<file path="src/rtl/hazard_forward_unit.sv">
// ============================================================================
// hazard_forward_unit
//
// Purpose:
//   Producer side of the EX-stage forwarding interface. Tracks the
//   destination registers of the instructions in EX and MEM, detects RAW
//   hazards for the instruction sitting in ID, and drives EX's operand
//   forwarding selects plus the single shared Forward_data bus. Because EX
//   has only one forwarding bus, an ID instruction that needs two operands
//   from two different stages is stalled one cycle. Load-use hazards are
//   stalled the same way.
//
// Ports:
//   clk            in   pipeline clock, rising edge
//   rst            in   asynchronous active-high reset
//   id_valid       in   ID holds a real instruction
//   id_rs1/id_rs2  in   ID source registers
//   id_rs1_used    in   ID instruction reads rs1
//   id_rs2_used    in   ID instruction reads rs2
//   id_rd          in   ID destination register
//   id_we          in   ID instruction writes rd
//   id_is_load     in   ID instruction is a load
//   flush          in   taken branch/jump in EX: kill ID and EX instructions
//   mem_result     in   result of the instruction now in MEM
//   wb_result      in   result of the instruction now in WB (incl. load data)
//   stall          out  hold PC and IF/ID this cycle
//   bubble         out  load a NOP into ID/EX at the next edge
//   Forward_A_Sel  out  EX takes rs1 from Forward_data
//   Forward_B_Sel  out  EX takes rs2 from Forward_data
//   Forward_data   out  forwarded operand for EX
//
// Configuration macro:
//   HAZARD_PERF_EN  adds perf_stall_cnt (cycles with stall=1) and
//                   perf_fwd_cnt (EX cycles with any select set). Both are
//                   32-bit wrapping counters cleared by rst.
//
// Scoreboard note:
//   Only the EX and MEM slots are stored. A producer that is in WB while its
//   consumer is in ID has retired by the time the consumer reaches EX and is
//   read from the register file, so a WB slot could never affect an output.
//   For the same reason the MEM slot needs no load bit: MEM-slot producers
//   are forwarded from wb_result, which already carries load data.
// ============================================================================
module hazard_forward_unit #(
    parameter int REG_AW = 5,
    parameter int DW     = 32
) (
    input  logic              clk,
    input  logic              rst,
    input  logic              id_valid,
    input  logic [REG_AW-1:0] id_rs1,
    input  logic [REG_AW-1:0] id_rs2,
    input  logic              id_rs1_used,
    input  logic              id_rs2_used,
    input  logic [REG_AW-1:0] id_rd,
    input  logic              id_we,
    input  logic              id_is_load,
    input  logic              flush,
    input  logic [DW-1:0]     mem_result,
    input  logic [DW-1:0]     wb_result,
    output logic              stall,
    output logic              bubble,
    output logic              Forward_A_Sel,
    output logic              Forward_B_Sel,
    output logic [DW-1:0]     Forward_data
`ifdef HAZARD_PERF_EN
    ,
    output logic [31:0]       perf_stall_cnt,
    output logic [31:0]       perf_fwd_cnt
`endif
);

    typedef enum logic [0:0] {
        ST_RUN   = 1'b0,
        ST_STALL = 1'b1
    } state_t;

    state_t state_q, state_d;

    // Scoreboard slots
    logic [REG_AW-1:0] ex_rd_q, ex_rd_d;
    logic              ex_we_q, ex_we_d;
    logic              ex_load_q, ex_load_d;
    logic [REG_AW-1:0] mem_rd_q, mem_rd_d;
    logic              mem_we_q, mem_we_d;

    // Forwarding state for the instruction currently in EX
    logic fwd_a_q, fwd_a_d;
    logic fwd_b_q, fwd_b_d;
    logic src_dist1_q, src_dist1_d;

    // Per-operand hit detection: index 0 is rs1, index 1 is rs2
    logic [2*REG_AW-1:0] op_rs;
    logic [1:0]          op_used;
    logic [1:0]          hit_ex;
    logic [1:0]          hit_mem;
    logic [1:0]          op_fwd;

    logic load_use;
    logic dual_src;
    logic hazard;
    logic kill_ex;

    assign op_rs   = {id_rs2, id_rs1};
    assign op_used = {id_rs2_used, id_rs1_used};

    genvar gi;
    generate
        for (gi = 0; gi < 2; gi++) begin : g_op
            logic [REG_AW-1:0] rs;
            logic              live;
            assign rs          = op_rs[gi*REG_AW +: REG_AW];
            // x0 is never a dependency, so rd==0 producers can never match
            assign live        = id_valid && op_used[gi] && (rs != '0);
            assign hit_ex[gi]  = live && ex_we_q  && (ex_rd_q  == rs);
            assign hit_mem[gi] = live && mem_we_q && (mem_rd_q == rs);
            assign op_fwd[gi]  = hit_ex[gi] || hit_mem[gi];
        end
    endgenerate

    // The youngest producer (EX slot) wins when both slots match, so the
    // operand's source is dist1 exactly when it hits the EX slot.
    assign load_use = (|hit_ex) && ex_load_q;
    // Two forwarded operands from different stages cannot share one bus.
    // rs1==rs2 from the same stage yields equal hit_ex bits: no conflict.
    assign dual_src = op_fwd[0] && op_fwd[1] && (hit_ex[0] != hit_ex[1]);
    assign hazard   = load_use || dual_src;

    // ------------------------------------------------------------------
    // FSM: state register
    // ------------------------------------------------------------------
    always_ff @(posedge clk or posedge rst) begin
        if (rst) begin
            state_q <= ST_RUN;
        end else begin
            state_q <= state_d;
        end
    end

    // ------------------------------------------------------------------
    // FSM: next state. A stall lasts one cycle; back in RUN the held ID
    // instruction is re-evaluated against the advanced scoreboard, which
    // may stall it once more.
    // ------------------------------------------------------------------
    always_comb begin
        state_d = ST_RUN;
        unique case (state_q)
            ST_RUN:   state_d = (hazard && !flush) ? ST_STALL : ST_RUN;
            ST_STALL: state_d = (hazard && !flush) ? ST_STALL : ST_RUN;
            default:  state_d = ST_RUN;
        endcase
    end

    // ------------------------------------------------------------------
    // FSM: outputs. Decisions are combinational so the stalled ID
    // instruction is held in the same cycle the hazard is seen. In STALL
    // the bubble now occupies EX, so the same hazard terms re-evaluate
    // against the advanced producers. Flush overrides any stall.
    // ------------------------------------------------------------------
    always_comb begin
        stall  = 1'b0;
        bubble = 1'b0;
        unique case (state_q)
            ST_RUN:   stall = hazard && !flush;
            ST_STALL: stall = hazard && !flush;
            default:  stall = 1'b0;
        endcase
        bubble = stall || flush;
    end

    // ------------------------------------------------------------------
    // Scoreboard and forwarding-select next state
    // ------------------------------------------------------------------
    assign kill_ex = bubble || !id_valid;

    always_comb begin
        mem_rd_d    = ex_rd_q;
        mem_we_d    = ex_we_q;
        ex_rd_d     = '0;
        ex_we_d     = 1'b0;
        ex_load_d   = 1'b0;
        fwd_a_d     = 1'b0;
        fwd_b_d     = 1'b0;
        src_dist1_d = 1'b0;
        if (!kill_ex) begin
            ex_rd_d     = id_rd;
            ex_we_d     = id_we && (id_rd != '0);
            ex_load_d   = id_is_load && id_we;
            fwd_a_d     = op_fwd[0];
            fwd_b_d     = op_fwd[1];
            // Without a hazard both forwarded operands share one source
            src_dist1_d = |hit_ex;
        end
    end

    always_ff @(posedge clk or posedge rst) begin
        if (rst) begin
            ex_rd_q     <= '0;
            ex_we_q     <= 1'b0;
            ex_load_q   <= 1'b0;
            mem_rd_q    <= '0;
            mem_we_q    <= 1'b0;
            fwd_a_q     <= 1'b0;
            fwd_b_q     <= 1'b0;
            src_dist1_q <= 1'b0;
        end else begin
            ex_rd_q     <= ex_rd_d;
            ex_we_q     <= ex_we_d;
            ex_load_q   <= ex_load_d;
            mem_rd_q    <= mem_rd_d;
            mem_we_q    <= mem_we_d;
            fwd_a_q     <= fwd_a_d;
            fwd_b_q     <= fwd_b_d;
            src_dist1_q <= src_dist1_d;
        end
    end

    assign Forward_A_Sel = fwd_a_q;
    assign Forward_B_Sel = fwd_b_q;
    // The source flag resets to dist2; gating wb_result during reset makes
    // the bus read zero while rst is high.
    assign Forward_data  = src_dist1_q ? mem_result : (rst ? '0 : wb_result);

`ifdef HAZARD_PERF_EN
    logic [31:0] perf_stall_q, perf_stall_d;
    logic [31:0] perf_fwd_q, perf_fwd_d;

    always_comb begin
        perf_stall_d = perf_stall_q + {31'd0, stall};
        perf_fwd_d   = perf_fwd_q + {31'd0, (fwd_a_q || fwd_b_q)};
    end

    always_ff @(posedge clk or posedge rst) begin
        if (rst) begin
            perf_stall_q <= '0;
            perf_fwd_q   <= '0;
        end else begin
            perf_stall_q <= perf_stall_d;
            perf_fwd_q   <= perf_fwd_d;
        end
    end

    assign perf_stall_cnt = perf_stall_q;
    assign perf_fwd_cnt   = perf_fwd_q;
`endif

endmodule
</file>
<file path="config.mk">
export PLATFORM = sky130hd
export DESIGN_NAME = hazard_forward_unit
export DESIGN_NICKNAME = d
export VERILOG_FILES = /design/src/rtl/hazard_forward_unit.sv
export SDC_FILE = /design/constraint.sdc
export NUM_CORES = 1
export LEC_CHECK = 0
export BUFFER_PORTS_ARGS = -buffer_cell sky130_fd_sc_hd__buf_2
export CORE_MARGIN = 2
export CORE_UTILIZATION = 35
export CTS_BUF_LIST = sky130_fd_sc_hd__clkbuf_16
export CTS_CLUSTER_DIAMETER = 150
export CTS_CLUSTER_SIZE = 25
export DETAILED_ROUTE_END_ITERATION = 16
export HOLD_SLACK_MARGIN = 0.12
export PLACE_DENSITY = 0.81
export SLEW_MARGIN = 0
export SYNTH_ARGS = -nofsm -noshare
export SYNTH_HDL_FRONTEND = slang
export SYNTH_SLANG_ARGS = --single-unit
</file>
<file path="constraint.sdc">
create_clock -name clk -period 3.4 [get_ports clk]
set_input_delay 0.68 -clock clk [delete_from_list [all_inputs] [get_ports clk]]
set_output_delay 0.68 -clock clk [all_outputs]
set_load 0.05 [all_outputs]
</file>
# Word level (Yosys, flattened, before mapping)
# Index checks and enable logic that the tools add are counted.
[classes] n_eq_ne=5 muxes=8 reduce_logical=29
[op_table] operator="$mux 32" count=2
[op_table] operator="$eq 5x5->1" count=4
[op_table] operator="$logic_and 1x1->1" count=18
[op_table] operator="$reduce_bool 5->1" count=3
[op_table] operator="$logic_or 1x1->1" count=5
[op_table] operator="$mux 1" count=5
[op_table] operator="$mux 5" count=1
[op_table] operator="$logic_not 1->1" count=2
[op_table] operator="$reduce_or 2->1" count=1
[op_table] operator="$ne 1x1->1" count=1
[totals] regBits=16 inputBits=87 output_inout_bits=36 wordCells=50

# Depth between registers and ports, before layout
[depth] depth_word=12 mapped_depth=9 mapped_depth_nobuf=9

# Worst setup path after synthesis
# No wires, ideal clock.
[synth_timing] path_kind="input -> output" startpoint="input id_rs2[0]" endpoint="output stall" arrival_ns=2.675 required_time_ns=2.720 slack_ns=0.045 stages=7 n_path_buf=0 cell_sequence="or3_1 > o311a_1 > and4_4 > inv_1 > ha_1 > o2111ai_2 > a21oi_1"
[synth_via] elab_chain_cells=9 word_cells_on_any_way=16 cone_classes="3 x eq/ne; 13 x reduce/logical"
[synth_rtl] element="start, declared" line="52" source="input logic [REG_AW-1:0] id_rs2,"
[synth_rtl] element="$reduce_bool 5->1" line="114" source="assign live = id_valid && op_used[gi] && (rs != '0);"
[synth_rtl] element="$logic_and 1x1->1" line="114"
[synth_rtl] element="$logic_and 1x1->1 (on tied branches) (2 in series)" line="115, 116"
[synth_rtl] element="$logic_or 1x1->1" line="117" source="assign op_fwd[gi] = hit_ex[gi] || hit_mem[gi];"
[synth_rtl] element="$logic_and 1x1->1 (2 in series)" line="126" source="assign dual_src = op_fwd[0] && op_fwd[1] && (hit_ex[0] != hit_ex[1]);"
[synth_rtl] element="$logic_or 1x1->1 (*)" line="127" source="assign hazard = load_use || dual_src;"
[synth_rtl] element="$logic_and 1x1->1 (*)" line="164, 165"
[synth_rtl] element="end, declared" line="61" source="output logic stall,"
# Every way passes the cells marked *; elsewhere a longest branch is shown, timed or not.

# Final worst setup path
[layout_timing] startpoint="input id_rs2[0]" endpoint="output bubble"
[layout_via] elab_chain_cells=10 word_cells_on_any_way=17 cone_classes="3 x eq/ne; 14 x reduce/logical"
[layout_rtl] element="$reduce_bool 5->1" line="114"
[layout_rtl] element="$logic_and 1x1->1" line="114"
[layout_rtl] element="$logic_and 1x1->1 (on tied branches) (2 in series)" line="115, 116"
[layout_rtl] element="$logic_or 1x1->1" line="117"
[layout_rtl] element="$logic_and 1x1->1 (2 in series)" line="126"
[layout_rtl] element="$logic_or 1x1->1 (*)" line="127"
[layout_rtl] element="$logic_and 1x1->1 (*)" line="164, 165"
[layout_rtl] element="$logic_or 1x1->1 (*)" line="168" source="bubble = stall || flush;"
[layout_rtl] element="end, declared" line="62" source="output logic bubble,"
# Marked as above.

==> results.md <==
* Synthesized area at 0.00116 mm²
* First-pass GRT wire length at 5.48 mm
* Req. time, crit path at 2.72 ns
* Maximum clock path buffer count at 2
* Finished Layout Cells at 283
* Syn_area_per_cell at 9.83 µm²
* Max-cap check violation count at 0
* FMAX at 0.301 GHz
* WP depth at 9
* Final hold violations at 0
* Die Span Y at 61.6 µm
* P&R area growth vs syn at 64.3%
* Register area share after synthesis at 34.5%
* Static Leak at 1.12 nW
* Total Routing Usage GR at 19.3%
* Gr ovfl total at 0
* Final setup vio count at 0
* Crit path time final at 3.32 ns
* CP arrival at 2.64 ns
* CTS resizes at 0
* CP delay by family, top: simple AND/OR/NAND/NOR gates
* Setup bufs post-CTS at 0
* Vias in the first global route at 1241
* IO Count at 123
* Crit path max fanout at 5
* RSZ-0062 raised after global routing: false
* Reg2reg end: ex_load_q$_DFF_PP0_
* Worst-Skew Late Latency at 0.24 ns
* CTS tree: done
* Worst-case reg-to-reg path depth at 8
* RePlAce Congestion at 0.929
* Share of cells above drive strength 1 at 55.6%
* Hold crit path type: reg2reg
* Synth top area share at 34.5%
* Area of the die at 0.00379 mm²
* Number of routed nets with antenna violations at 0
* Worst R2R Start: ex_rd_q[3]$_DFF_PP0_
* Peak VDD IR at 288 µV
* Clk_skew at 0.00282 ns
* WP buf/inv at 3
* Largest stage delay on the critical path at 0.37 ns
* Max-slew violation count at 0
* Hold_buf cts at 0
* WL final at 3.94 mm
* Post-synthesis mux area share at 0%
* Worst reg2reg setup slack at 1.36 ns
* Synth area leader: dfrtp_1
* Final period util at 97.7%
* Worst Setup End Kind: primary output
* Post-Synth Adder-Cell Area at 1.08%
* Post-Place Cells at 280
* Syn nets at 206
* Die width at 61.6 µm
* ANT cells at 0
* CTS Root Cell: clkbuf_16
* Worst Setup Path Type: in2out
* Initial antenna violation count at 0
* Distinct cells, synth at 27
* Vias at 1410
* Vias per cell at 4.98
* PwrDens at 329 mW/mm²
* Largest net degree at the start of global routing at 36
* Final Util at 61.4%
* Post-synthesis simple-gate area fraction at 16.4%
* Num rows at 20
* Filler cell count at 295
* Cell mode on critical path: or3_1
* Initial Utilization at 37.4%
* Largest family of logic cells by synthesized area: compound AO/OA/AOI/OAI gates
* Slew HR at 68.0%
* Status: completed
* CP max stage cell: or3_1
* Syn. warnings at 0
* Iteration-0 DRC Markers at 93
* Critical path launch point type: input pin
* Crit path to: bubble
* Estimated wirelength of the detail-placed design at 3.28 mm
* DRT Pass-1 Iters at 4
* Setup_tns at 0 ns
* Synth Area in XOR/XNOR at 15.1%
* Top cells by area, synth: dfrtp_1, a22o_1, xor2_1
* WL/cell at 13.9 µm
* Yosys reg bits at 16
* Core Box Area at 0.00310 mm²
* Clock Sink Count at 16
* Synth Instances at 118
* CP startpoint: id_rs2[0]
* CTS buffer count at 3
* Synth Area in Compound Gates at 30.0%
* Drt drc at 0
* Nets at 329
* IO Port Bufs at 122
* Clock Pin Slew Worst Setup and Hold Paths at 0.05 ns
* Slew @ Worst Pin at 0.478 ns
* CP Cell Sequence: buf_2 > or3_1 > o311a_1 > and4_4 > inv_1 > ha_1 > o2111a_2 > or3_1 > buf_6
* H-tree lvl count at 1
-- worst reg2reg max path, stage by stage, from the launching register on --
cell and delay [ns]:
dfrtp_1 0.42, xor2_1 0.18, nor4_1 0.27, and4_4 0.28, inv_1 0.05, ha_1 0.22, nor2b_1 0.14, nor2_1 0.14
and4_1 0.23
-- per-stage QoR --
step           hold slack, ns  area, µm²  power, mW  worst slack (ns)
6_report                0.441       1910      0.626            0.0782
2_1_floorplan           0.394       1160      0.328            0.0455
4_1_cts                 0.447       1900      0.629            0.0479
5_1_grt                 0.456       1910      0.651           0.00281
3_3_place_gp            0.422       1820      0.408            0.0921
3_5_place_dp            0.435       1820      0.410            0.0487
-- synthesized netlist by cell type --
cell type	n
xor2_1	16
and2_1	1
xnor2_1	4
nand2b_1	2
dfrtp_1	16
ha_1	1
and4_1	1
inv_1	2
clkbuf_1	7
nand3_1	1
a21oi_1	1
and4_4	2
nor2_1	5
and3_1	5
or4_1	1
a32o_1	1
o311a_1	2
nand4_1	1
o211ai_1	1
o2111a_2	1
o21ai_0	3
o2111ai_2	1
nor4_1	5
nand2_1	4
a22o_1	30
nor2b_1	1
or3_1	3
-- cell usage in the layout, fill, tap and decap left out, drive strengths merged --
| master | n |
|---|---|
| or3 | 3 |
| o311a | 2 |
| and4 | 3 |
| nand3 | 1 |
| clkbuf | 3 |
| xnor2 | 4 |
| ha | 1 |
| xor2 | 16 |
| nor2 | 5 |
| nand2 | 4 |
| o2111ai | 1 |
| dfrtp | 16 |
| inv | 2 |
| o2111a | 1 |
| a21oi | 1 |
| or4 | 1 |
| a22o | 30 |
| nor4 | 5 |
| and3 | 5 |
| nor2b | 1 |
| nand4 | 1 |
| nand2b | 2 |
| a32o | 1 |
| o211ai | 1 |
| o21ai | 3 |
| buf | 125 |
| and2 | 1 |
-- layout make-up --
cell class | instances | area [µm²] | area share [%]
tap | 44 | 55.1 | 2.89
inverter | 2 | 7.51 | 0.394
multi-input combinational | 93 | 728 | 38.2
sequential | 16 | 400 | 21.0
timing repair buffer | 125 | 639 | 33.6
clock buffer | 3 | 75.1 | 3.94
-- cells by family after synthesis --
logic type | after synthesis
AOI/OAI and AO/OA | 40
and+or+nand+nor | 32
buffers and inverters | 9
adders and majority gates | 1
xor gates and xnor gates | 20
DFF | 16
-- layer usage --
layer / vias up / GRT usage (%) / routed length [µm]
met2: 70 / 37.9 / 2120
met4: 0 / 2.74 / 23
met3: 4 / 3.36 / 350
met1: 631 / 22.0 / 1450
li1: 705 / - / -
met5: - / 0 / 0
-- power breakdown --
part	internal, mW	switching, mW
clock network	0.154	0.0649
registers	0.197	0.00602
logic	0.0777	0.127
-- sequential cells by signal, summed over array words and instances, names as in the netlist --
signal,cells
ex_we_q,1
mem_we_q,1
mem_rd_q,5
Forward_B_Sel,1
ex_load_q,1
ex_rd_q,5
Forward_A_Sel,1
src_dist1_q,1
-- how the worst min path moves through the flow --
stage | startpoint | to | slack, ns | cells after the start
floorplan | ex_we_q$_DFF_PP0_ | mem_we_q$_DFF_PP0_ | 0.39 | 0
global placement | ex_we_q$_DFF_PP0_ | mem_we_q$_DFF_PP0_ | 0.42 | 0
detailed placement | ex_we_q$_DFF_PP0_ | mem_we_q$_DFF_PP0_ | 0.44 | 0
CTS | ex_we_q$_DFF_PP0_ | mem_we_q$_DFF_PP0_ | 0.45 | 0
global route | ex_rd_q[3]$_DFF_PP0_ | mem_rd_q[3]$_DFF_PP0_ | 0.46 | 0
finish | ex_we_q$_DFF_PP0_ | mem_we_q$_DFF_PP0_ | 0.44 | 0
(Power assumes the default switching activity.)
